<file path="src/rtl/ws2812_frame_scheduler_pkg.sv">
// Shared state encoding and default timing constants for the WS2812 frame scheduler.
package ws_sched_pkg;

    typedef enum logic [2:0] {
        ST_IDLE,
        ST_SWAP,
        ST_START,
        ST_WAIT_ACK,
        ST_WAIT_DONE,
        ST_LATCH
    } ws_sched_state_t;

    localparam int WS_LATCH_CYCLES_DEF   = 3000;
    localparam int WS_REFRESH_CYCLES_DEF = 500000;
    localparam int WS_ACK_TIMEOUT_DEF    = 255;

endpackage

</file>
<file path="src/rtl/ws2812_frame_scheduler_downcounter.sv">
// Loadable down-counter that parks at zero; zero flag drives the scheduler's timeouts.
module sched_downcounter #(
    parameter int           W       = 8,
    parameter logic [W-1:0] RST_VAL = '0
) (
    input  logic         clk,
    input  logic         rst_n,
    input  logic         load,
    input  logic [W-1:0] load_val,
    input  logic         en,
    output logic         zero
);

    logic [W-1:0] cnt;

    always_ff @(posedge clk or negedge rst_n) begin
        if (!rst_n)
            cnt <= RST_VAL;
        else if (load)
            cnt <= load_val;
        else if (en && cnt != '0)
            cnt <= cnt - 1'b1;
    end

    assign zero = (cnt == '0);

endmodule

</file>
<file path="src/rtl/ws2812_frame_scheduler.sv">
// Decides when to swap the pixel buffer and start a WS2812 transmission, enforcing the latch gap.
// Optional periodic re-send of the front buffer: define WS_SCHED_AUTO_REFRESH_EN.
module ws2812_frame_scheduler
    import ws_sched_pkg::*;
#(
    parameter int LATCH_CYCLES   = WS_LATCH_CYCLES_DEF,
    parameter int REFRESH_CYCLES = WS_REFRESH_CYCLES_DEF,
    parameter int ACK_TIMEOUT    = WS_ACK_TIMEOUT_DEF
) (
    input  logic       clk,
    input  logic       rst_n,
    input  logic       frame_done,
    input  logic       tx_busy,
    output logic       buf_swap,
    output logic       tx_start,
    output logic       active,
    output logic [7:0] overrun_cnt,
    output logic       ack_err
);

    localparam int LW = $clog2(LATCH_CYCLES + 1);
    localparam int AW = $clog2(ACK_TIMEOUT + 1);

    ws_sched_state_t state, state_next;
    logic pending;
    logic latch_zero, ack_zero, refresh_exp;
    logic ack_fail, latch_load;

    assign ack_fail   = (state == ST_WAIT_ACK) && !tx_busy && ack_zero;
    assign latch_load = ack_fail || ((state == ST_WAIT_DONE) && !tx_busy);

    always_comb begin
        state_next = state;
        unique case (state)
            ST_IDLE: begin
                if (frame_done || pending)
                    state_next = ST_SWAP;
                else if (refresh_exp)
                    state_next = ST_START;
            end
            ST_SWAP:      state_next = ST_START;
            ST_START:     state_next = ST_WAIT_ACK;
            ST_WAIT_ACK: begin
                if (tx_busy)
                    state_next = ST_WAIT_DONE;
                else if (ack_zero)
                    state_next = ST_LATCH;
            end
            ST_WAIT_DONE: if (!tx_busy) state_next = ST_LATCH;
            ST_LATCH:     if (latch_zero) state_next = ST_IDLE;
            default:      state_next = ST_IDLE;
        endcase
    end

    // Strobes and active are registered decodes of the next state, so they line up with the state.
    always_ff @(posedge clk or negedge rst_n) begin
        if (!rst_n) begin
            state    <= ST_IDLE;
            buf_swap <= 1'b0;
            tx_start <= 1'b0;
            active   <= 1'b0;
            ack_err  <= 1'b0;
        end else begin
            state    <= state_next;
            buf_swap <= (state_next == ST_SWAP);
            tx_start <= (state_next == ST_START);
            active   <= (state_next != ST_IDLE);
            ack_err  <= ack_err | ack_fail;
        end
    end

    // A frame arriving during SWAP is newer than the one being swapped, so it stays pending.
    always_ff @(posedge clk or negedge rst_n) begin
        if (!rst_n) begin
            pending     <= 1'b0;
            overrun_cnt <= '0;
        end else begin
            if (state == ST_SWAP)
                pending <= frame_done;
            else if (frame_done && state != ST_IDLE)
                pending <= 1'b1;
            if (frame_done && pending && state != ST_SWAP && overrun_cnt != 8'hFF)
                overrun_cnt <= overrun_cnt + 8'd1;
        end
    end

    sched_downcounter #(.W(LW)) u_latch_cnt (
        .clk      (clk),
        .rst_n    (rst_n),
        .load     (latch_load),
        .load_val (LW'(LATCH_CYCLES - 1)),
        .en       (state == ST_LATCH),
        .zero     (latch_zero)
    );

    sched_downcounter #(.W(AW)) u_ack_cnt (
        .clk      (clk),
        .rst_n    (rst_n),
        .load     (state == ST_START),
        .load_val (AW'(ACK_TIMEOUT - 1)),
        .en       (state == ST_WAIT_ACK),
        .zero     (ack_zero)
    );

`ifdef WS_SCHED_AUTO_REFRESH_EN
    localparam int RW = $clog2(REFRESH_CYCLES + 1);

    // Reloads together with every tx_start; comes out of reset with a full period.
    sched_downcounter #(.W(RW), .RST_VAL(RW'(REFRESH_CYCLES - 1))) u_refresh_cnt (
        .clk      (clk),
        .rst_n    (rst_n),
        .load     (state_next == ST_START),
        .load_val (RW'(REFRESH_CYCLES - 1)),
        .en       (1'b1),
        .zero     (refresh_exp)
    );
`else
    assign refresh_exp = 1'b0;
`endif

endmodule

</file>
<file path="config.mk">
export PLATFORM = sky130hd
export DESIGN_NAME = ws2812_frame_scheduler
export DESIGN_NICKNAME = d
export VERILOG_FILES = /design/src/rtl/ws2812_frame_scheduler_pkg.sv /design/src/rtl/ws2812_frame_scheduler_downcounter.sv /design/src/rtl/ws2812_frame_scheduler.sv
export SDC_FILE = /design/constraint.sdc
export NUM_CORES = 1
export LEC_CHECK = 0
export ABC_AREA = 1
export BUFFER_PORTS_ARGS = -buffer_cell sky130_fd_sc_hd__buf_2
export CORE_MARGIN = 3
export CORE_UTILIZATION = 40
export CTS_BUF_LIST = sky130_fd_sc_hd__clkbuf_16
export DETAILED_ROUTE_END_ITERATION = 8
export HOLD_SLACK_MARGIN = 0.12
export PLACE_DENSITY = 0.54
export SYNTH_ARGS = -nofsm -noshare
export SYNTH_HDL_FRONTEND = slang
export SYNTH_SLANG_ARGS = --single-unit
</file>
<file path="constraint.sdc">
create_clock -name clk -period 1.9 [get_ports clk]
set_input_delay 0.19 -clock clk [delete_from_list [all_inputs] [get_ports clk]]
set_output_delay 0.19 -clock clk [all_outputs]
set_load 0.05 [all_outputs]
</file>
==> flow_metrics.tcl, run 1 <==
set metrics [dict create \
    synth_area_mm2 0.00211 \
    fin_area_mm2 0.00243 \
    async_flop_share 1.00 \
    htreeDepth 2 \
    start_util 0.430 \
    crit_path_start "u_ack_cnt.cnt[0]$_DFFE_PN0P_" \
    syn_inst 265 \
    cts_max_path_buffers 2 \
    antenna_found_initial 0 \
    drc 0 \
    tritoncts "built" \
    grt_max_degree 21 \
    grt_pass1_vias 1668 \
    grt_usage 0.160 \
    num_io_pins 16 \
    cap_violations 0 \
    clk_pin_slew_ns 0.05 \
    synth_flop_cell "dfrtp_1" \
    syn-num-nets 274 \
    clock_skew_ns 0.00387 \
    irDropWorstVdd_mv 0.720 \
    numCtsBuffers 5 \
    wl_um 4190 \
    num_vias 1708 \
    coreArea_mm2 0.00491 \
    ant_nets 0 \
    wl_per_cell_um 11.7 \
    status "completed" \
    tightest_slew_ns 0.482 \
    r2r-start "u_ack_cnt.cnt[0]$_DFFE_PN0P_" \
    hold_violations 0 \
    critPathLaunchType "register" \
    die_x_um 78.6 \
    vias_per_cell 4.77 \
    drive_gt1_frac 0.175 \
    holdCritStartpoint "frame_done" \
    dpl-instance-area_mm2 0.00228 \
    place.gp.congestion 0.807 \
    synth_edf_count 0 \
    syn2layout_area_growth_pct 15.2 \
    finalMaxSlewViolations 0 \
    cp_max_fo 15 \
    drt-initial-drc-count 74 \
    max-slew-margin-rel 0.679 \
    holdCritPathClass "in -> reg" \
    grt_pass1_wl_um 7760 \
    dr.pass1.iters 4 \
    clock_latency_ns 0.28 \
    cts.sinks 36 \
    seq_area_frac_synth 0.427 \
    ctsRootBufferMaster "clkbuf_16" \
    max_freq_ghz 0.671 \
    die_area_mm2 0.00618 \
    antenna_cells 0 \
    cellPowerDensity_mw_per_mm2 1380 \
    rsz0062_at_grt "false" \
    syn_area_per_cell_um2 7.97 \
    port_buffers 15 \
    fp.dieH_um 78.6 \
    yosysWarnings 0 \
    finalCritPeriodShare 0.784 \
    setup_violations 0 \
    grt-ovfl-total 0 \
    crit_arrival_ns 1.62 \
    p_leak_nw 1.22 \
    place_ws_ns 0.402 \
    setup_tns_ns 0 \
    rows 25 \
    crit_type "reg -> reg" \
    ys_types 31 \
    ys_ff_latch 36 \
    fin_nets 299 \
    required_ns 2.04 \
    dpl.hpwl_um 3130 \
    setup_slack_ns 0.411 \
    min_period_ns 1.49 \
    cp-end-kind "register" \
]
synthesized netlist by cell type, types with 2 or more instances:
| master | number | area share |
|---|---|---|
| nor2_4 | 3 | 0.016 |
| nand4_1 | 12 | 0.036 |
| nor2_2 | 2 | 0.0059 |
| dfrtp_1 | 36 | 0.43 |
| o21ai_1 | 6 | 0.014 |
| nor3_1 | 3 | 0.0071 |
| buf_2 | 2 | 0.0047 |
| xor2_1 | 4 | 0.017 |
| nand3_1 | 37 | 0.088 |
| nand2_2 | 3 | 0.0089 |
| inv_4 | 2 | 0.0059 |
| o211ai_1 | 2 | 0.0071 |
| inv_2 | 4 | 0.0071 |
| buf_6 | 2 | 0.011 |
| ha_1 | 5 | 0.030 |
| inv_1 | 32 | 0.057 |
| nand3_2 | 4 | 0.019 |
| o21ai_0 | 3 | 0.0071 |
| nor2_1 | 24 | 0.043 |
| o21ai_2 | 2 | 0.0083 |
| xnor2_1 | 4 | 0.017 |
| nand3b_1 | 4 | 0.014 |
| nand2_1 | 61 | 0.11 |
critical path, cell delays in order, from the launching register on:
cell and delay, ns:
dfrtp_1 0.35, inv_1 0.09, ha_1 0.21, nand2_1 0.10, nor2_4 0.07, a21boi_4 0.38, o211ai_1 0.15
per-layer routing:
metal  wire [µm]  share of wire  vias to the layer above  track usage
li1            -              -                      908            -
met3          86          0.021                        5       0.0378
met2        1860           0.45                       10        0.233
met4          66          0.016                        0       0.0577
met5           0              0                        -            0
met1        2170           0.52                      785        0.230
report_power, final:
| group | switching [mW] | internal [mW] | total, mW |
|---|---|---|---|
| Combinational | 0.970 | 0.429 | 1.40 |
| Clock | 0.293 | 0.475 | 0.768 |
| Sequential | 0.206 | 0.975 | 1.18 |
| Total | 1.47 | 1.88 | 3.35 |
cell type report:
cell class / instances / area [µm²]
fillers: 488 / 2480
flip-flops and latches: 36 / 901
clock inverters: 3 / 15.0
multi-input cells: 186 / 1030
clock buffers: 5 / 125
well taps: 67 / 83.8
inverters: 39 / 151
repair buffers: 22 / 130
flip-flops by register name, summed over array words and instances (netlist names):
register and cells:
u_latch_cnt.cnt 12, overrun_cnt 8, u_ack_cnt.cnt 8, state 3, ack_err 1, active 1
buf_swap 1, pending 1, tx_start 1
logic make-up (layout without fill, tap and decap cells):
family,Yosys count,after routing,share of synthesized area
AND/OR/NAND/NOR,157,157,0.372
flip-flops,36,36,0.427
XOR/XNOR,8,8,0.0332
adder cells (fa/ha/maj),5,5,0.0296
AO/OA/AOI/OAI,16,16,0.0516
buffers and inverters,43,69,0.0871
placed cells by master (no fill, tap or decap), drive strengths merged, types with 2 or more instances in the layout:
| cell | synthesis | final |
|---|---|---|
| buf | 4 | 21 |
| clkbuf | 0 | 5 |
| clkinv | 1 | 2 |
| dfrtp | 36 | 36 |
| ha | 5 | 5 |
| inv | 38 | 39 |
| nand2 | 65 | 65 |
| nand3 | 41 | 41 |
| nand3b | 4 | 4 |
| nand4 | 12 | 12 |
| nor2 | 30 | 30 |
| nor3 | 4 | 4 |
| o211ai | 2 | 2 |
| o21ai | 11 | 11 |
| xnor2 | 4 | 4 |
| xor2 | 4 | 4 |
path summary, 6_finish.rpt:
kind                                                    to  slack, ns  cells after the start
min                                    pending$_DFFE_PN0P_       0.21                      3
max reg2reg                 u_latch_cnt.cnt[1]$_DFFE_PN0P_       0.41                      6
max in group asynchronous                ack_err$_DFF_PN0_       0.98                      3
max                         u_latch_cnt.cnt[1]$_DFFE_PN0P_       0.41                      6
min in group asynchronous  u_latch_cnt.cnt[11]$_DFFE_PN0P_       0.41                      2
min reg2reg                              ack_err$_DFF_PN0_       0.47                      1
through the flow:
stage          power [mW]   util  cells  hold slack (ns)
6_report             3.35  0.495    358            0.214
2_1_floorplan        2.27      -    265           -0.106
3_5_place_dp         2.61  0.465    349            0.179
3_3_place_gp         2.61  0.465    349            0.181
4_1_cts              3.39  0.495    358            0.217
5_1_grt              3.64  0.495    358            0.219
repair_timing:
item | CTS | global route
resized for setup | 0 | 0
endpoints found under the hold margin | 18 | 0
buffers inserted | 0 | 0
hold buffers | 1 | 0
(Power assumes the default switching activity.)
==> run 2, diff against run 1 <==
==> constraint.sdc (replaced) <==
create_clock -name clk -period 1.5 [get_ports clk]
set_input_delay 0.15 -clock clk [delete_from_list [all_inputs] [get_ports clk]]
set_output_delay 0.15 -clock clk [all_outputs]
set_load 0.05 [all_outputs]
==> run 2 against run 1 <==
Non-clock buffer count increased by 14. Count of clock-buffer cells in the layout unchanged. Clock power increased by 54%. Critical path depth increased by 2. Total power increased by 40%. Combinational power increased by 45%. Core utilization increased by 3.9 points. Design area increased by 8.0%. Sequential power increased by 26%. Worst hold slack got worse by 0.041 ns. Worst setup slack got worse by 0.29 ns. Wire length increased by 3.7%. Largest cell class unchanged. Highest routed layer unchanged.
==> flow_metrics.tcl, run 2 (synthesized netlist as in run 1, its figures left out) <==
set metrics [dict create \
    slowest_stage "dfrtp_1" \
    syn2layout_area_growth_pct 24.4 \
    grt_pass1_wl_um 7740 \
    clock_skew_ns 0.00307 \
    die_area_mm2 0.00618 \
    r2r_end "active$_DFF_PN0_" \
    cts_max_path_buffers 2 \
    dr.pass1.iters 7 \
    cellPowerDensity_mw_per_mm2 1790 \
    most-common-layout-cells "nand2_1, nand3_1, dfrtp_1, inv_1, nor2_1" \
    max_freq_ghz 0.723 \
    worstRegToRegCells 8 \
    drive_gt1_frac 0.269 \
    totalPowerFinal_mw 4.69 \
    clock_latency_ns 0.28 \
    critPathLaunchType "register" \
    met1_usage 0.213 \
    regMostFlops "u_latch_cnt.cnt" \
    hold_ws_ns 0.173 \
    ctsRootBufferMaster "clkbuf_16" \
    crit_family "simple AND/OR/NAND/NOR gates" \
    grt-ovfl-total 0 \
    dpl.hpwl_um 3300 \
    tightest_slew_ns 0.434 \
    crit_arrival_ns 1.55 \
    crit_type "reg -> reg" \
    fin_nets 313 \
    dpl-instance-area_mm2 0.00241 \
    clk_pin_slew_ns 0.06 \
    cp_common_cell "nand2_1" \
    setup_violations 0 \
    rows 25 \
    ant_nets 0 \
    required_ns 1.67 \
    grt_pass1_vias 1714 \
    place.gp.congestion 0.820 \
    finalMaxSlewViolations 0 \
    min_period_ns 1.38 \
    rsz0062_at_grt "false" \
    setup_tns_ns 0 \
    wl_per_cell_um 11.7 \
    top_usage_layer "met2" \
    hold_violations 0 \
    layout_commonest_cell "nand2_1" \
    use_met2 0.244 \
    start_util 0.430 \
    use_met3 0.0333 \
    status "completed" \
    antenna_found_initial 0 \
    cpPeakStageDelay_ns 0.38 \
    grt_max_degree 20 \
    holdCritPathClass "in -> reg" \
    grt_usage 0.157 \
    antenna_cells 0 \
    fin_area_mm2 0.00263 \
    ff2ff_setup_slack_ns 0.12 \
    r2r-start "u_latch_cnt.cnt[2]$_DFFE_PN0P_" \
    drc 0 \
    num_vias 1759 \
    vias_per_cell 4.73 \
    drt-initial-drc-count 68 \
    finalCritPeriodShare 0.923 \
    largest_register_ffs 12 \
    num_io_pins 16 \
    cap_violations 0 \
    fp.dieH_um 78.6 \
    cp_max_fo 6 \
    holdPathStages 3 \
    cp-end-kind "register" \
    numCtsBuffers 5 \
    tritoncts "built" \
    htreeDepth 2 \
    coreArea_mm2 0.00491 \
    min_to "pending$_DFFE_PN0P_" \
    worst-path-buf-inv 0 \
    die_x_um 78.6 \
    p_leak_nw 1.30 \
    largestRegisters "u_latch_cnt.cnt: 12 flops, overrun_cnt: 8 flops, u_ack_cnt.cnt: 8 flops" \
    max-slew-margin-rel 0.710 \
    cts.sinks 36 \
    port_buffers 15 \
    wl_um 4340 \
    path_cells "nor2_1 > nand2_1 > nor2_2 > nand2_2 > nand2_4 > nand2_1 > nor2_2 > nand2_1" \
    holdCritStartpoint "frame_done" \
    irDropWorstVdd_mv 1.39 \
    num-fill-cells 484 \
]
## run 2: cell types whose count changed in the layout (fill, tap and decap cells not counted), moves of 3 or more
cell,before,now
buf_4,6,18
dfrtp_1,36,31
dfrtp_2,0,5
inv_1,33,29
inv_2,4,7
nor2_1,24,21
## run 2: worst max path at each step
stage	startpoint	to	slack (ns)	cells after the start
6_report	u_latch_cnt.cnt[2]$_DFFE_PN0P_	active$_DFF_PN0_	0.12	8
3_5_place_dp	u_latch_cnt.cnt[0]$_DFFE_PN0P_	active$_DFF_PN0_	0.05	9
5_1_grt	u_latch_cnt.cnt[1]$_DFFE_PN0P_	active$_DFF_PN0_	0.004	9
3_3_place_gp	u_latch_cnt.cnt[2]$_DFFE_PN0P_	active$_DFF_PN0_	0.08	8
4_1_cts	u_latch_cnt.cnt[0]$_DFFE_PN0P_	active$_DFF_PN0_	0.05	9
2_1_floorplan	overrun_cnt[0]$_DFFE_PN0P_	overrun_cnt[5]$_DFFE_PN0P_	0.02	7
## run 2: layout make-up
type | count | area, µm² | share of cell area
multi-input cells | 186 | 1060 | 0.402
flip-flops and latches | 36 | 907 | 0.345
repair buffers | 36 | 260 | 0.0991
inverters | 39 | 151 | 0.0576
clock buffers | 5 | 125 | 0.0476
well taps | 67 | 83.8 | 0.0319
clock inverters | 3 | 42.5 | 0.0162
## run 2: metal layers
| layer | part of all wire | routed length, µm |
|---|---|---|
| met3 | 0.027 | 117 |
| met2 | 0.46 | 1980 |
| met4 | 0.018 | 78 |
| met1 | 0.50 | 2160 |
| met5 | 0 | 0 |
## run 2: stage by stage
step | cells | utilization | worst slack (ns)
4_1_cts | 370 | 0.527 | 0.0459
6_report | 372 | 0.535 | 0.116
5_1_grt | 372 | 0.535 | 0.00412
3_5_place_dp | 361 | 0.491 | 0.0511
2_1_floorplan | 265 | - | 0.0200
3_3_place_gp | 361 | 0.491 | 0.0845
## run 2: worst reg2reg max path: cells and delay by family, from the launching register on
| kind | cells | cell delay (ns) |
|---|---|---|
| AND/OR/NAND/NOR | 8 | 0.90 |
| flip-flops | 1 | 0.38 |
## run 2: where the power goes
part | internal, mW | switching, mW | total [mW]
sequential | 1.25 | 0.239 | 1.49
combinational | 0.699 | 1.33 | 2.03
clock | 0.780 | 0.399 | 1.18
total | 2.73 | 1.97 | 4.69
## run 2: timing repair
action,4_1_cts,5_1_grt
endpoints found under the setup margin,0,20
hold buffers,1,0
endpoints found under the hold margin,17,0
gates resized for setup,0,10
setup buffers,0,2
